==> src/rtl/matrix_element_server_pkg.sv <==
// rtl/matrix_element_server_pkg.sv - shared constants, state enum and row-major index helper
package matrix_pkg;

    localparam int DATA_W = 32;
    localparam int N      = 5;
    localparam int DEPTH  = N * N;
    localparam int ADDR_W = 5;

    // Address-width copies so comparisons against the index ports stay width-matched
    localparam logic [ADDR_W-1:0] DEPTH_A  = ADDR_W'(DEPTH);
    localparam logic [ADDR_W-1:0] LAST_IDX = ADDR_W'(DEPTH - 1);

    typedef enum logic {
        LOAD = 1'b0,
        FULL = 1'b1
    } srv_state_e;

    // 1-based (row, col) to row-major storage index
    function automatic logic [ADDR_W-1:0] idx(input int row, input int col);
        return ADDR_W'((row - 1) * N + (col - 1));
    endfunction

endpackage

==> src/rtl/matrix_element_server_if.sv <==
// rtl/matrix_element_server_if.sv - load stream and element read bus (parity_err under MATRIX_SERVER_PARITY_EN)
interface matrix_element_server_if;
    import matrix_pkg::*;

    logic              in_valid;
    logic [DATA_W-1:0] in_data;
    logic              in_ready;
    logic              clear;
    logic [ADDR_W-1:0] address;
    logic [DATA_W-1:0] data_out;
    logic              full;
    logic              addr_err;
`ifdef MATRIX_SERVER_PARITY_EN
    logic              parity_err;

    modport slave  (input  in_valid, in_data, clear, address,
                    output in_ready, data_out, full, addr_err, parity_err);
    modport master (output in_valid, in_data, clear, address,
                    input  in_ready, data_out, full, addr_err, parity_err);
`else
    modport slave  (input  in_valid, in_data, clear, address,
                    output in_ready, data_out, full, addr_err);
    modport master (output in_valid, in_data, clear, address,
                    input  in_ready, data_out, full, addr_err);
`endif

endinterface

==> src/rtl/matrix_element_server_ram.sv <==
// rtl/matrix_element_server_ram.sv - DEPTH-entry register array, one write port, one async read port
module mat_store_ram
    import matrix_pkg::*;
#(
    parameter int WIDTH = DATA_W
) (
    input  logic              clk_i,
    input  logic              we_i,
    input  logic [ADDR_W-1:0] waddr_i,
    input  logic [WIDTH-1:0]  wdata_i,
    input  logic [ADDR_W-1:0] raddr_i,
    output logic [WIDTH-1:0]  rdata_o
);

    logic [WIDTH-1:0] mem_q [DEPTH];

    // Storage is never reset; contents only matter once a full load has completed
    always_ff @(posedge clk_i) begin
        if (we_i) begin
            mem_q[waddr_i] <= wdata_i;
        end
    end

    // Indices beyond the matrix read as zero instead of reaching past the array
    assign rdata_o = (raddr_i < DEPTH_A) ? mem_q[raddr_i] : '0;

endmodule

==> src/rtl/matrix_element_server.sv <==
// rtl/matrix_element_server.sv - operand matrix store with registered reads (optional MATRIX_SERVER_PARITY_EN)
module matrix_element_server
    import matrix_pkg::*;
(
    input  logic clk,
    input  logic reset,
    matrix_element_server_if.slave bus
);

`ifdef MATRIX_SERVER_PARITY_EN
    localparam int MEM_W = DATA_W + 1;
`else
    localparam int MEM_W = DATA_W;
`endif

    srv_state_e        state_q, state_d;
    logic [ADDR_W-1:0] wr_cnt_q, wr_cnt_d;
    logic [DATA_W-1:0] data_out_q, data_out_d;
    logic              addr_err_q, addr_err_d;
    logic              init_done_q;
    logic              wr_en;
    logic              addr_ok;
    logic [MEM_W-1:0]  wr_word;
    logic [MEM_W-1:0]  rd_word;
`ifdef MATRIX_SERVER_PARITY_EN
    logic              parity_err_q, parity_err_d;
`endif

    assign addr_ok = bus.address < DEPTH_A;

`ifdef MATRIX_SERVER_PARITY_EN
    // Extra bit makes every stored word even parity
    assign wr_word = {^bus.in_data, bus.in_data};
`else
    assign wr_word = bus.in_data;
`endif

    mat_store_ram #(
        .WIDTH (MEM_W)
    ) u_ram (
        .clk_i   (clk),
        .we_i    (wr_en),
        .waddr_i (wr_cnt_q),
        .wdata_i (wr_word),
        .raddr_i (bus.address),
        .rdata_o (rd_word)
    );

    // State, write pointer and registered read outputs
    always_ff @(posedge clk or negedge reset) begin
        if (!reset) begin
            state_q      <= LOAD;
            wr_cnt_q     <= '0;
            data_out_q   <= '0;
            addr_err_q   <= 1'b0;
            init_done_q  <= 1'b0;
`ifdef MATRIX_SERVER_PARITY_EN
            parity_err_q <= 1'b0;
`endif
        end else begin
            state_q      <= state_d;
            wr_cnt_q     <= wr_cnt_d;
            data_out_q   <= data_out_d;
            addr_err_q   <= addr_err_d;
            init_done_q  <= 1'b1;
`ifdef MATRIX_SERVER_PARITY_EN
            parity_err_q <= parity_err_d;
`endif
        end
    end

    // Next state: clear wins, LOAD fills row-major, FULL answers one read per clock
    always_comb begin
        state_d      = state_q;
        wr_cnt_d     = wr_cnt_q;
        data_out_d   = '0;
        addr_err_d   = 1'b0;
        wr_en        = 1'b0;
`ifdef MATRIX_SERVER_PARITY_EN
        parity_err_d = 1'b0;
`endif
        if (bus.clear) begin
            state_d  = LOAD;
            wr_cnt_d = '0;
        end else begin
            case (state_q)
                LOAD: begin
                    if (bus.in_valid && bus.in_ready) begin
                        wr_en = 1'b1;
                        // Pointer parks on the last index; it never wraps
                        if (wr_cnt_q == LAST_IDX) begin
                            state_d = FULL;
                        end else begin
                            wr_cnt_d = wr_cnt_q + ADDR_W'(1);
                        end
                    end
                end
                FULL: begin
                    data_out_d = addr_ok ? rd_word[DATA_W-1:0] : '0;
                    addr_err_d = !addr_ok;
`ifdef MATRIX_SERVER_PARITY_EN
                    parity_err_d = addr_ok && (^rd_word);
`endif
                end
                default: state_d = LOAD;
            endcase
        end
    end

    // Ready is held low for the first clock after reset release
    assign bus.in_ready   = init_done_q && (state_q == LOAD);
    assign bus.full       = (state_q == FULL);
    assign bus.data_out   = data_out_q;
    assign bus.addr_err   = addr_err_q;
`ifdef MATRIX_SERVER_PARITY_EN
    assign bus.parity_err = parity_err_q;
`endif

endmodule

==> src/flat_wrapper.sv <==
// flat-port wrapper written by rule: the top's interface ports become plain ports
module matrix_element_server_flat import matrix_pkg::*;
  (clk, reset, bus_in_valid, bus_in_data, bus_clear, bus_address, bus_in_ready, bus_data_out, bus_full, bus_addr_err);
  matrix_element_server_if bus_i ();
  input  logic clk;
  input  logic reset;
  input wire logic [$bits(bus_i.in_valid)-1:0] bus_in_valid;
  input wire logic [$bits(bus_i.in_data)-1:0] bus_in_data;
  input wire logic [$bits(bus_i.clear)-1:0] bus_clear;
  input wire logic [$bits(bus_i.address)-1:0] bus_address;
  output wire logic [$bits(bus_i.in_ready)-1:0] bus_in_ready;
  output wire logic [$bits(bus_i.data_out)-1:0] bus_data_out;
  output wire logic [$bits(bus_i.full)-1:0] bus_full;
  output wire logic [$bits(bus_i.addr_err)-1:0] bus_addr_err;
  assign bus_i.in_valid = bus_in_valid;
  assign bus_i.in_data = bus_in_data;
  assign bus_i.clear = bus_clear;
  assign bus_i.address = bus_address;
  assign bus_in_ready = bus_i.in_ready;
  assign bus_data_out = bus_i.data_out;
  assign bus_full = bus_i.full;
  assign bus_addr_err = bus_i.addr_err;
  matrix_element_server u_core (.clk(clk), .reset(reset), .bus(bus_i));
endmodule
==> config.mk <==
export PLATFORM = sky130hd
export DESIGN_NAME = matrix_element_server_flat
export DESIGN_NICKNAME = d
export VERILOG_FILES = /design/src/rtl/matrix_element_server_pkg.sv /design/src/rtl/matrix_element_server_if.sv /design/src/rtl/matrix_element_server_ram.sv /design/src/rtl/matrix_element_server.sv /design/src/flat_wrapper.sv
export SDC_FILE = /design/constraint.sdc
export NUM_CORES = 1
export LEC_CHECK = 0
export ABC_AREA = 1
export ABC_CLOCK_PERIOD_IN_PS = 6200
export CAP_MARGIN = 10
export CORE_MARGIN = 2
export CORE_UTILIZATION = 35
export DETAILED_ROUTE_END_ITERATION = 16
export PLACE_DENSITY = 0.51
export SLEW_MARGIN = 20
export SYNTH_ARGS = -nofsm -noshare
export SYNTH_HDL_FRONTEND = slang
export SYNTH_HIERARCHICAL = 1
export SYNTH_SLANG_ARGS = --single-unit
export TNS_END_PERCENT = 10
==> constraint.sdc <==
create_clock -name clk -period 6.2 [get_ports clk]
set_clock_uncertainty 0.05 [all_clocks]
set_input_delay 0.62 -clock clk [delete_from_list [all_inputs] [get_ports clk]]
set_output_delay 0.62 -clock clk [all_outputs]
set_load 0.03 [all_outputs]
* Word-level counts from Yosys, hierarchy flattened
Memories as Yosys holds them, arrays and structs flattened. Index checks and enable logic that the tools add are counted.
Word-level totals: bits in writable memories 800, output and inout port bits 35, input bits 41, word-level logic and storage cells 35, flip-flop bits (word level) 40, memories 1
Cells by class: bitwise logic cells 1, add/sub/neg operators 1, multiplexer cells 18, eq/ne operators 3, $lt $le $gt $ge 1, reductions and logical operators 5
Memory list:
- u_core.u_ram.mem_q | words 25, bits a word 32, read ports 1, clocked after Yosys merged registers in 0, write ports 1, RTL line matrix_element_server_ram.sv:15 | logic [WIDTH-1:0] mem_q [DEPTH];
Operators by type and width (number):
- 32-bit 2-to-1 mux | 3
- 5-bit 2-to-1 mux | 4
- 1-bit 2-to-1 mux | 11
- 5-bit by 1-bit adder with 5-bit output (second input constant) | 1
- 5-bit equality test (second input constant) | 1
- 5-bit less-than comparator (second input constant) | 1
- 2-bit inequality test (second input constant) | 2
- 3-bit AND reduction | 1
- 1-bit logical AND | 2
- 2-bit nonzero test | 1
- 1-bit zero test | 1
- 1-bit NOT | 1

* Longest topological paths before layout
Gate-level depths: netlist of run 1.
depth after elaboration 8, depth in mapped cells 14, gate-level depth less buffers 11

* Modules after synthesis
The synthesis of run 1 kept the hierarchy.
By module, submodules not included:
- mat_store_ram | area an instance 34606.9 um^2, cells each 3243, times used 1, seq. area each 24023.0 um^2
- matrix_element_server | area an instance 1552.7 um^2, cells each 160, times used 1, seq. area each 1001.0 um^2

* Least setup slack after synthesis of run 1
OpenSTA, ideal clock, no wires.
path kind input to register, from input bus_in_valid, to memory u_core/u_ram/mem_q[24][0] (netlist name) (enable), required time 5.649 ns, stages 4, data arrival time 4.148 ns, library setup time 0.501 ns, setup slack 1.501 ns, path buffers 0, cell sequence nand3_1 > nor2_1 > nand2_1 > nor4_1
Between the ends: cells in the longest elaborated chain, start to end 6
Ends and longest elaborated chain:
- start: declaration | RTL line flat_wrapper.sv:7 | input wire logic [$bits(bus_i.in_valid)-1:0] bus_in_valid;
- 1-bit logical AND | RTL line matrix_element_server.sv:88 | if (bus.in_valid && bus.in_ready) begin
- 1-bit 2-to-1 mux | RTL line matrix_element_server.sv:88
- 1-bit 2-to-1 mux | RTL line matrix_element_server.sv:86 | case (state_q)
- 1-bit 2-to-1 mux | RTL line matrix_element_server.sv:82 | if (bus.clear) begin
- via u_core.wr_en | RTL line matrix_element_server.sv:21 | logic wr_en;
- 1-bit 2-to-1 mux | RTL line matrix_element_server_ram.sv:19 | if (we_i) begin
- 1-bit 2-to-1 mux (implied by the code) | RTL line matrix_element_server_ram.sv:20 | mem_q[waddr_i] <= wdata_i;
- end: declaration | RTL line matrix_element_server_ram.sv:15
The timed path passes the listed nets, and every way through them passes these cells.

* Worst setup path in the final report of run 1
from register u_core.state_q, in the netlist u_core/bus.full, to memory u_core/u_ram/mem_q[13][3] (netlist name) (enable)
Between the ends: cells in the longest elaborated chain, start to end 8
Ends and longest elaborated chain:
- start: declaration | RTL line matrix_element_server.sv:16 | srv_state_e state_q, state_d;
- start signal: assignment | RTL line matrix_element_server.sv:61 | state_q <= state_d;
- 1-bit NOT | RTL line matrix_element_server.sv:111 | assign bus.in_ready = init_done_q && (state_q == LOAD);
- 1-bit logical AND | RTL line matrix_element_server.sv:111
- 1-bit logical AND | RTL line matrix_element_server.sv:88
- 1-bit 2-to-1 mux | RTL line matrix_element_server.sv:88
- 1-bit 2-to-1 mux * | RTL line matrix_element_server.sv:86
- 1-bit 2-to-1 mux * | RTL line matrix_element_server.sv:82
- via u_core.wr_en | RTL line matrix_element_server.sv:21
- 1-bit 2-to-1 mux * | RTL line matrix_element_server_ram.sv:19
- 1-bit 2-to-1 mux (implied by the code) * | RTL line matrix_element_server_ram.sv:20
The timed path passes the listed nets; every way through them passes the cells marked *.

==> impl_metrics.yaml, run 1 <==
sta:
  relSlewSlack_pct: 22.4
  finalSetupViolations: 0
  rsz0062_at_grt: "no"
  finalHoldViolCount: 0
  clock.fmax_mhz: 313
  tightestPinTransition_ns: 1.16
  min_period_over_period_pct: 51.6
  drv_slew: 0
  period_minus_slack_ns: 3.20
  tns_ns: 0
  hold_slack_ns: 0.0746
critical_path:
  startpoint_type: "register"
  path_cells: "inv_1 -> nand3_1 -> nor2_1 -> nand3b_1 -> nor2_4 -> buf_4"
  path_buf_inv: 2
  crit_slowest_cell: "nor2_4"
  setup.worst_path.class: "register to register"
  cpPeakStageDelay_ns: 0.75
  critPathMaxFanout: 18
  crit_required_ns: 6.44
  r2r_start: "u_core/bus.full"
  startpoint: "u_core/bus.full"
  crit_path_end_kind: "register"
  cpLargestDelayFamily: "simple AND/OR/NAND/NOR gates"
  cp_data_arrival_time_ns: 3.44
yosys:
  syn_inst: 3403
  ys_seq_area_share_pct: 69.2
  synthArstFlopShare_pct: 4.76
  syn_area_um2: 36200
  synthMostInstantiatedCell: "nand2_1"
  syn_nets: 3446
  synth_edf_count: 800
  yosys-top-cells-count: "1084 x nand2_1, 800 x edfxtp_1, 564 x nand3_1"
  synth_area_leaders: "edfxtp_1 66%, nand2_1 11%, nand3_1 7.8%, inv_1 5.5%, dfrtp_1 2.8%"
  avgSynthCellArea_um2: 10.6
  ys_types: 34
  synthFlopType: "edfxtp_1"
  yosysWarningCount: 6
  yosys.area.top_type: "edfxtp_1"
  yosys.area.top_type_share_pct: 66.4
  synth-seq-cells: 840
route:
  ant_nets: 0
  dr_total_vias: 23542
  dr.pass1.iters: 5
  drtIter0Drc: 1922
  drc: 0
  totalWireLength_um: 102000
  wl_per_cell_um: 20.7
  routed_via_density: 4.79
global_route:
  grt_pass1_vias: 22739
  grt_start_max_net_pins: 165
  grt_use_total_pct: 19.2
  grt_remaining_overflow: 0
  grt_pass1_wl_um: 152000
  antenna_found_initial: 2
layout:
  drive_above_1_share_pct: 8.50
  areaGrowthSynthToFinish_pct: 14.2
  utilization_pct: 40.4
  n_fill_cell: 9899
  fin_nets: 3512
  multi_input_area_um2: 8170
  ff_latch_area_um2: 25000
job:
  cap_violations: 0
power_and_ir_drop:
  p_total_mw: 12.3
  power.density_nw_per_um2: 299
  vdd_ir_drop_max_v: 0.000195
  p_leak_nw: 16.8
die:
  io_pins: 76
  start_util_pct: 35.4
  fp.dieH_um: 325
  die_w_um: 325
  core_region_area_um2: 102000
  dieArea_um2: 106000
  fp-row-count: 117
clock_network:
  cts-resized-gates: 0
  cts_root_buf: "clkbuf_16"
  clk_pin_slew_ns: 0.05
  clk_latency_ns: 0.65
  cts_sinks: 840
  cts_made_buffers: 93
  cts_buffer_depth: 3
  cts_hold_buf: 0
  cts_setup_buffers: 0
  cts_tree: "done"
  htree_levels: 3
min_path:
  holdCritPathClass: "primary input to async pin"
place:
  gp_congestion: 0.779
  hpwl_um: 56500
  io_buffers: 75
outcome:
  status: "completed"
layer usage:
layer	track usage [%]	wire length, µm
met3	3.19	5930
met5	0	10
met4	4.42	1910
met2	31.0	47500
met1	27.0	46500
path summary, 6_finish.rpt:
| check | end | slack [ns] | cells after the start |
|---|---|---|---|
| min in group clk | u_core/u_ram/mem_q[21][8] | 0.46 | 1 |
| setup reg to reg | u_core/u_ram/mem_q[13][3] | 3.00 | 6 |
| hold reg to reg | u_core/bus.full | 0.59 | 2 |
| max in group asynchronous | u_core/bus.data_out[10] | 5.50 | 2 |
| hold / removal | u_core/wr_cnt_q[2] | 0.07 | 2 |
| setup / recovery | u_core/u_ram/mem_q[13][3] | 3.00 | 6 |
area by class of cell:
class / count / share of cell area [%]
flip-flops and latches: 840 / 60.6
multi-input cells: 1844 / 19.8
clock buffers: 118 / 5.96
inverters: 545 / 5.01
well taps: 1368 / 4.14
repair buffers: 145 / 3.38
clock inverters: 51 / 1.12
diodes: 2 / 0.0121
layout by cell type (no fill, tap or decap), types with 10 or more instances in the layout:
cell type	Yosys	layout
or2_1	10	10
inv_1	528	527
inv_2	14	14
a21oi_1	29	29
edfxtp_1	800	800
clkbuf_16	0	93
clkinv_1	2	22
clkinv_2	0	12
or2_2	30	30
nor2_1	74	49
dfrtp_1	40	40
nand2_1	1084	1084
clkdlybuf4s50_1	0	63
clkbuf_1	23	21
or2_0	12	12
nand3_1	564	564
buf_4	9	60
nor2_4	0	25
through the flow:
step	setup WS, ns	cells	cell area [µm²]
detailed placement	2.33	4742	38400
CTS	2.99	4911	41300
finish	3.00	4913	41300
global placement	2.30	4735	38200
global route	2.90	4911	41300
floorplan	1.50	3403	36200
state kept, by name, summed over array words and instances (netlist names):
| register | flops |
|---|---|
| u_core/bus.addr_err | 1 |
| u_core/wr_cnt_q | 5 |
| u_core/u_ram/mem_q | 800 |
| u_core/bus.full | 1 |
| u_core/init_done_q | 1 |
| u_core/bus.data_out | 32 |
report_power, final:
part	switching (mW)	internal (mW)	total [mW]
sequential	0.0140	6.24	6.25
clock	2.25	3.10	5.35
combinational	0.547	0.186	0.733
total	2.82	9.52	12.3
cell families (layout without fill, tap and decap cells):
logic type                 Yosys count  after routing  share of synthesized area [%]
buffers and inverters              719            859                           8.76
other                                1              3                         0.0104
and+or+nand+nor                   1788           1788                           21.0
adders and majority gates            2              2                         0.0692
AOI/OAI and AO/OA                   53             53                          0.948
DFF                                840            840                           69.2
No activity file was read; power rests on OpenSTA's default activity.
==> inputs of run 2 (changes only) <==
ABC_CLOCK_PERIOD_IN_PS = 3000   (was 6200)
clock period = 3 ns   (was 6.2 ns; I/O delays follow)
==> impl_metrics.yaml, run 2 (synthesis results as in run 1) <==
layout:
  n_fill_cell: 9868
  drive_above_1_share_pct: 9.81
  post-route-cell-area_um2: 42100
  largest_reg_flops: 800
  areaGrowthSynthToFinish_pct: 16.3
  layout_common_cells: "1084 x nand2_1, 800 x edfxtp_1, 564 x nand3_1, 527 x inv_1, 100 x buf_4"
  layout_commonest_cell: "nand2_1"
  antenna_cells: 0
  regMostFlops: "u_core/u_ram/mem_q"
  multi_input_area_um2: 8180
  ff_latch_area_um2: 25000
  fin_nets: 3578
clock_network:
  cts_buffer_depth: 3
  cts_setup_buffers: 0
  cts_tree: "done"
  clk_latency_ns: 0.68
  cts_root_buf: "clkbuf_16"
  cts_sinks: 840
  cts_made_buffers: 89
  cts-resized-gates: 0
  clk_pin_slew_ns: 0.06
  htree_levels: 3
sta:
  min_period_over_period_pct: 76.9
  relSlewSlack_pct: 36.9
  finalSetupViolations: 0
  period_minus_slack_ns: 2.31
  drv_slew: 0
  tns_ns: 0
  finalHoldViolCount: 0
  clock.fmax_mhz: 433
  rsz0062_at_grt: "no"
  worst_slack_ns: 0.693
  hold_slack_ns: 0.145
  tightestPinTransition_ns: 0.944
power_and_ir_drop:
  p_total_mw: 25.0
  p_leak_nw: 17.2
  vdd_ir_drop_max_v: 0.000461
  power.density_nw_per_um2: 594
global_route:
  grt_remaining_overflow: 0
  grt_pass1_vias: 22587
  grt_use_total_pct: 19.0
  grt_pass1_wl_um: 151000
  grt_start_max_net_pins: 127
  antenna_found_initial: 2
die:
  start_util_pct: 35.4
  fp-row-count: 117
  dieArea_um2: 106000
  die_w_um: 325
  core_region_area_um2: 102000
  fp.dieH_um: 325
  io_pins: 76
critical_path:
  setup.worst_path.class: "register to output port"
  path_cells: "clkdlybuf4s50_1"
  cpPeakStageDelay_ns: 0.74
  crit_slowest_cell: "clkdlybuf4s50_1"
  crit_required_ns: 2.65
  cpLargestDelayFamily: "buffers and inverters"
  cp_data_arrival_time_ns: 1.96
  startpoint_type: "register"
  critPathMaxFanout: 1
  crit_path_end_kind: "output port"
  path_buf_inv: 1
route:
  dr.pass1.iters: 5
  totalWireLength_um: 101000
  dr_total_vias: 23843
  routed_via_density: 4.79
  wl_per_cell_um: 20.4
  drc: 0
  drtIter0Drc: 1948
  ant_nets: 0
place:
  gp_congestion: 0.784
  placed_area_um2: 39300
  io_buffers: 75
  place_ws_ns: 0.442
  hpwl_um: 57200
job:
  cap_violations: 0
outcome:
  status: "completed"
min_path:
  holdCritPathClass: "primary input to async pin"
-- run 2: changes by cell type in the layout (fill, tap and decap cells not counted), moves of 3 or more --
cell	delta
buf_4	+40
buf_12	+33
buf_2	-8
clkdlybuf4s50_1	+7
clkinvlp_4	-6
bufinv_16	-4
clkinv_1	+4
buf_16	-3
clkbuf_16	-3
-- run 2: cell type report --
type / count / share of cell area, %
clock buffer: 112 / 5.60
clock inverter: 51 / 0.970
inverter: 545 / 4.92
multi-input combinational: 1844 / 19.4
sequential: 840 / 59.5
tap: 1368 / 4.07
timing repair buffer: 215 / 5.51
-- run 2: timing repair --
item	in CTS	in global routing
hold buffers	1	0
setup endpoints to repair	0	0
endpoints found under the hold margin	32	0
-- run 2: worst paths after layout --
check,from,depth (start not counted),to,slack (ns)
max,u_core/bus.data_out[14],1,bus_data_out[14],0.69
min,reset,2,u_core/bus.full,0.14
max reg2reg,u_core/wr_cnt_q[2],3,u_core/u_ram/mem_q[20][19],0.79
min reg2reg,u_core/init_done_q,2,u_core/bus.full,0.59
max in group asynchronous,reset,3,u_core/bus.data_out[21],2.12
min in group clk,bus_in_valid,3,u_core/bus.full,0.26
-- run 2: power breakdown --
group          internal (mW)  total [mW]  switching [mW]
logic                  0.455        1.55            1.10
clock network           5.86        10.5            4.67
registers               12.9        12.9          0.0282
-- run 2: metal layers --
layer	up-vias	wire (µm)	GRT usage (%)
met5	-	0	0
met4	0	2640	5.30
met3	144	5870	3.21
met2	693	46100	30.0
met1	11670	46800	27.0
li1	11336	-	-
-- run 2: metrics by stage --
stage                     instances  util, %
after global placement         4811     38.4
after floorplan                3403        -
after CTS                      4975     41.2
after global routing           4975     41.2
final                          4975     41.2
after detailed placement       4811     38.4
==> inputs of run 3 (changes only) <==
ABC_CLOCK_PERIOD_IN_PS = 2000   (was 3000)
PLACE_DENSITY = 0.53   (was 0.51)
clock period = 2 ns   (was 3 ns; I/O delays follow)
==> impl_metrics.yaml, run 3 (synthesis results as in run 1) <==
clock_network:
  cts_sinks: 840
  cts_buffer_depth: 3
  clk_pin_slew_ns: 0.06
  cts_root_buf: "clkbuf_16"
  cts_tree: "done"
  clk_latency_ns: 0.66
  htree_levels: 3
  cts_made_buffers: 92
power_and_ir_drop:
  power_switching_mw: 8.84
  power.density_nw_per_um2: 897
  combPwrFrac_pct: 6.5
  p_seq_share_pct: 49.9
  switching_share_pct: 22.8
  p_clk_share_pct: 43.6
  vdd_ir_drop_max_v: 0.000604
  p_leak_nw: 17.9
  internal_power_mw: 30.0
route:
  drc: 0
  dr.pass1.iters: 5
  totalWireLength_um: 100000
  routed_via_density: 4.74
  wl_per_cell_um: 19.9
  ant_nets: 0
  drtIter0Drc: 2153
  dr_total_vias: 23931
layout:
  drive_above_1_share_pct: 11.9
  n_fill_cell: 9756
  regMostFlops: "u_core/u_ram/mem_q"
  fin_cells: 5049
  areaGrowthSynthToFinish_pct: 19.8
  layout_common_cells: "1083 x nand2_1, 800 x edfxtp_1, 562 x nand3_1, 526 x inv_1, 125 x buf_4"
  layout_commonest_cell: "nand2_1"
  post-route-cell-area_um2: 43300
  utilization_pct: 42.4
  fin_nets: 3648
  largest_reg_flops: 800
sta:
  period_minus_slack_ns: 1.96
  relSlewSlack_pct: 65.0
  tightestPinTransition_ns: 0.525
  finalSetupViolations: 0
  tns_ns: 0
  min_period_over_period_pct: 98.0
  clock.fmax_mhz: 510
  worst_slack_ns: 0.0407
  drv_slew: 0
  finalHoldViolCount: 0
die:
  fp-row-count: 117
  start_util_pct: 35.4
  core_region_area_um2: 102000
  io_pins: 76
  fp.dieH_um: 325
  dieArea_um2: 106000
  die_w_um: 325
critical_path:
  rrSetupSlack_ns: 0.04
  cp_data_arrival_time_ns: 2.27
  startpoint_type: "register"
  crit_required_ns: 2.31
  timing.rr.end: "u_core/u_ram/mem_q[24][20]"
  rr_worst_depth: 8
  critPathMaxFanout: 8
  setup.worst_path.class: "register to register"
  r2r_start: "u_core/bus.full"
  crit_path_end_kind: "register"
global_route:
  grt_start_max_net_pins: 82
  grt_remaining_overflow: 0
  antenna_found_initial: 2
  grt_pass1_vias: 23269
  grt_use_total_pct: 18.8
  grt_pass1_wl_um: 150000
place:
  dp.cells: 4872
  place_ws_ns: -0.206
  io_buffers: 75
  gp_congestion: 0.810
  placed_area_um2: 40200
  hpwl_um: 61400
min_path:
  holdCritPathClass: "primary input to async pin"
job:
  cap_violations: 0
outcome:
  status: "completed"
==> run 3: final cells by class <==
type | instances | area [µm²] | share of cell area [%]
Clock buffer | 115 | 2440 | 5.63
Clock inverter | 53 | 566 | 1.31
Tap cell | 1368 | 1710 | 3.95
Antenna cell | 2 | 5.00 | 0.0116
Inverter | 545 | 2070 | 4.78
Timing Repair Buffer | 282 | 3280 | 7.58
Multi-Input combinational cell | 1844 | 8210 | 19.0
Sequential cell | 840 | 25000 | 57.8
==> run 3: routing by layer <==
layer / global-route usage (%) / part of all wire, % / up-vias / wire, µm
li1: - / - / 11492 / -
met1: 26.5 / 45 / 11609 / 45400
met2: 30.1 / 46 / 684 / 46300
met3: 3.36 / 6.3 / 144 / 6330
met4: 5.02 / 2.3 / 2 / 2340
met5: 0 / 0.013 / - / 13
==> run 3: how the worst max path moves through the flow <==
stage | startpoint | end | slack, ns | cells past startpoint
2_1_floorplan | u_core/bus.full | u_core/u_ram/mem_q[24][0] | -0.50 | 5
5_1_grt | u_core/bus.full | u_core/u_ram/mem_q[24][20] | -0.02 | 8
3_3_place_gp | bus_in_valid | u_core/u_ram/mem_q[6][3] | -0.22 | 7
6_report | u_core/bus.full | u_core/u_ram/mem_q[24][20] | 0.04 | 8
3_5_place_dp | bus_in_valid | u_core/u_ram/mem_q[6][3] | -0.21 | 7
4_1_cts | u_core/bus.data_out[17] | bus_data_out[17] | 0.00009 | 1
==> run 3: worst max-delay path: stages, from the launching register on <==
cell and delay [ns]:
dfrtp_2 0.43, inv_2 0.07, nand3_4 0.07, nor2_4 0.22
buf_4 0.17, nand2_4 0.08, nor4_4 0.14, buf_4 0.22
buf_6 0.20
==> run 3: per-stage QoR <==
step	hold WS, ns	power (mW)
6_report	0.0227	38.8
5_1_grt	0.0307	40.1
4_1_cts	0.00316	39.2
3_5_place_dp	0.162	22.3
3_3_place_gp	0.160	22.3
2_1_floorplan	-0.146	21.1
==> run 3: what timing repair did <==
item / 4_1_cts / 5_1_grt
hold endpoints to repair: 40 / 0
buffers inserted: 0 / 3
pin swaps: 0 / 4
setup endpoints to repair: 29 / 165
hold buffers: 2 / 0
gates cloned: 0 / 2
resized for setup: 29 / 5
==> run 3: power groups by stage <==
stage                     combinational, mW  sequential (mW)  clock (mW)
after global routing                   2.79             19.4        18.0
after CTS                              2.56             19.4        17.3
after detailed placement               2.54             19.7           0
final                                  2.53             19.4        16.9
after floorplan                        1.33             19.7           0
after global placement                 2.54             19.7           0
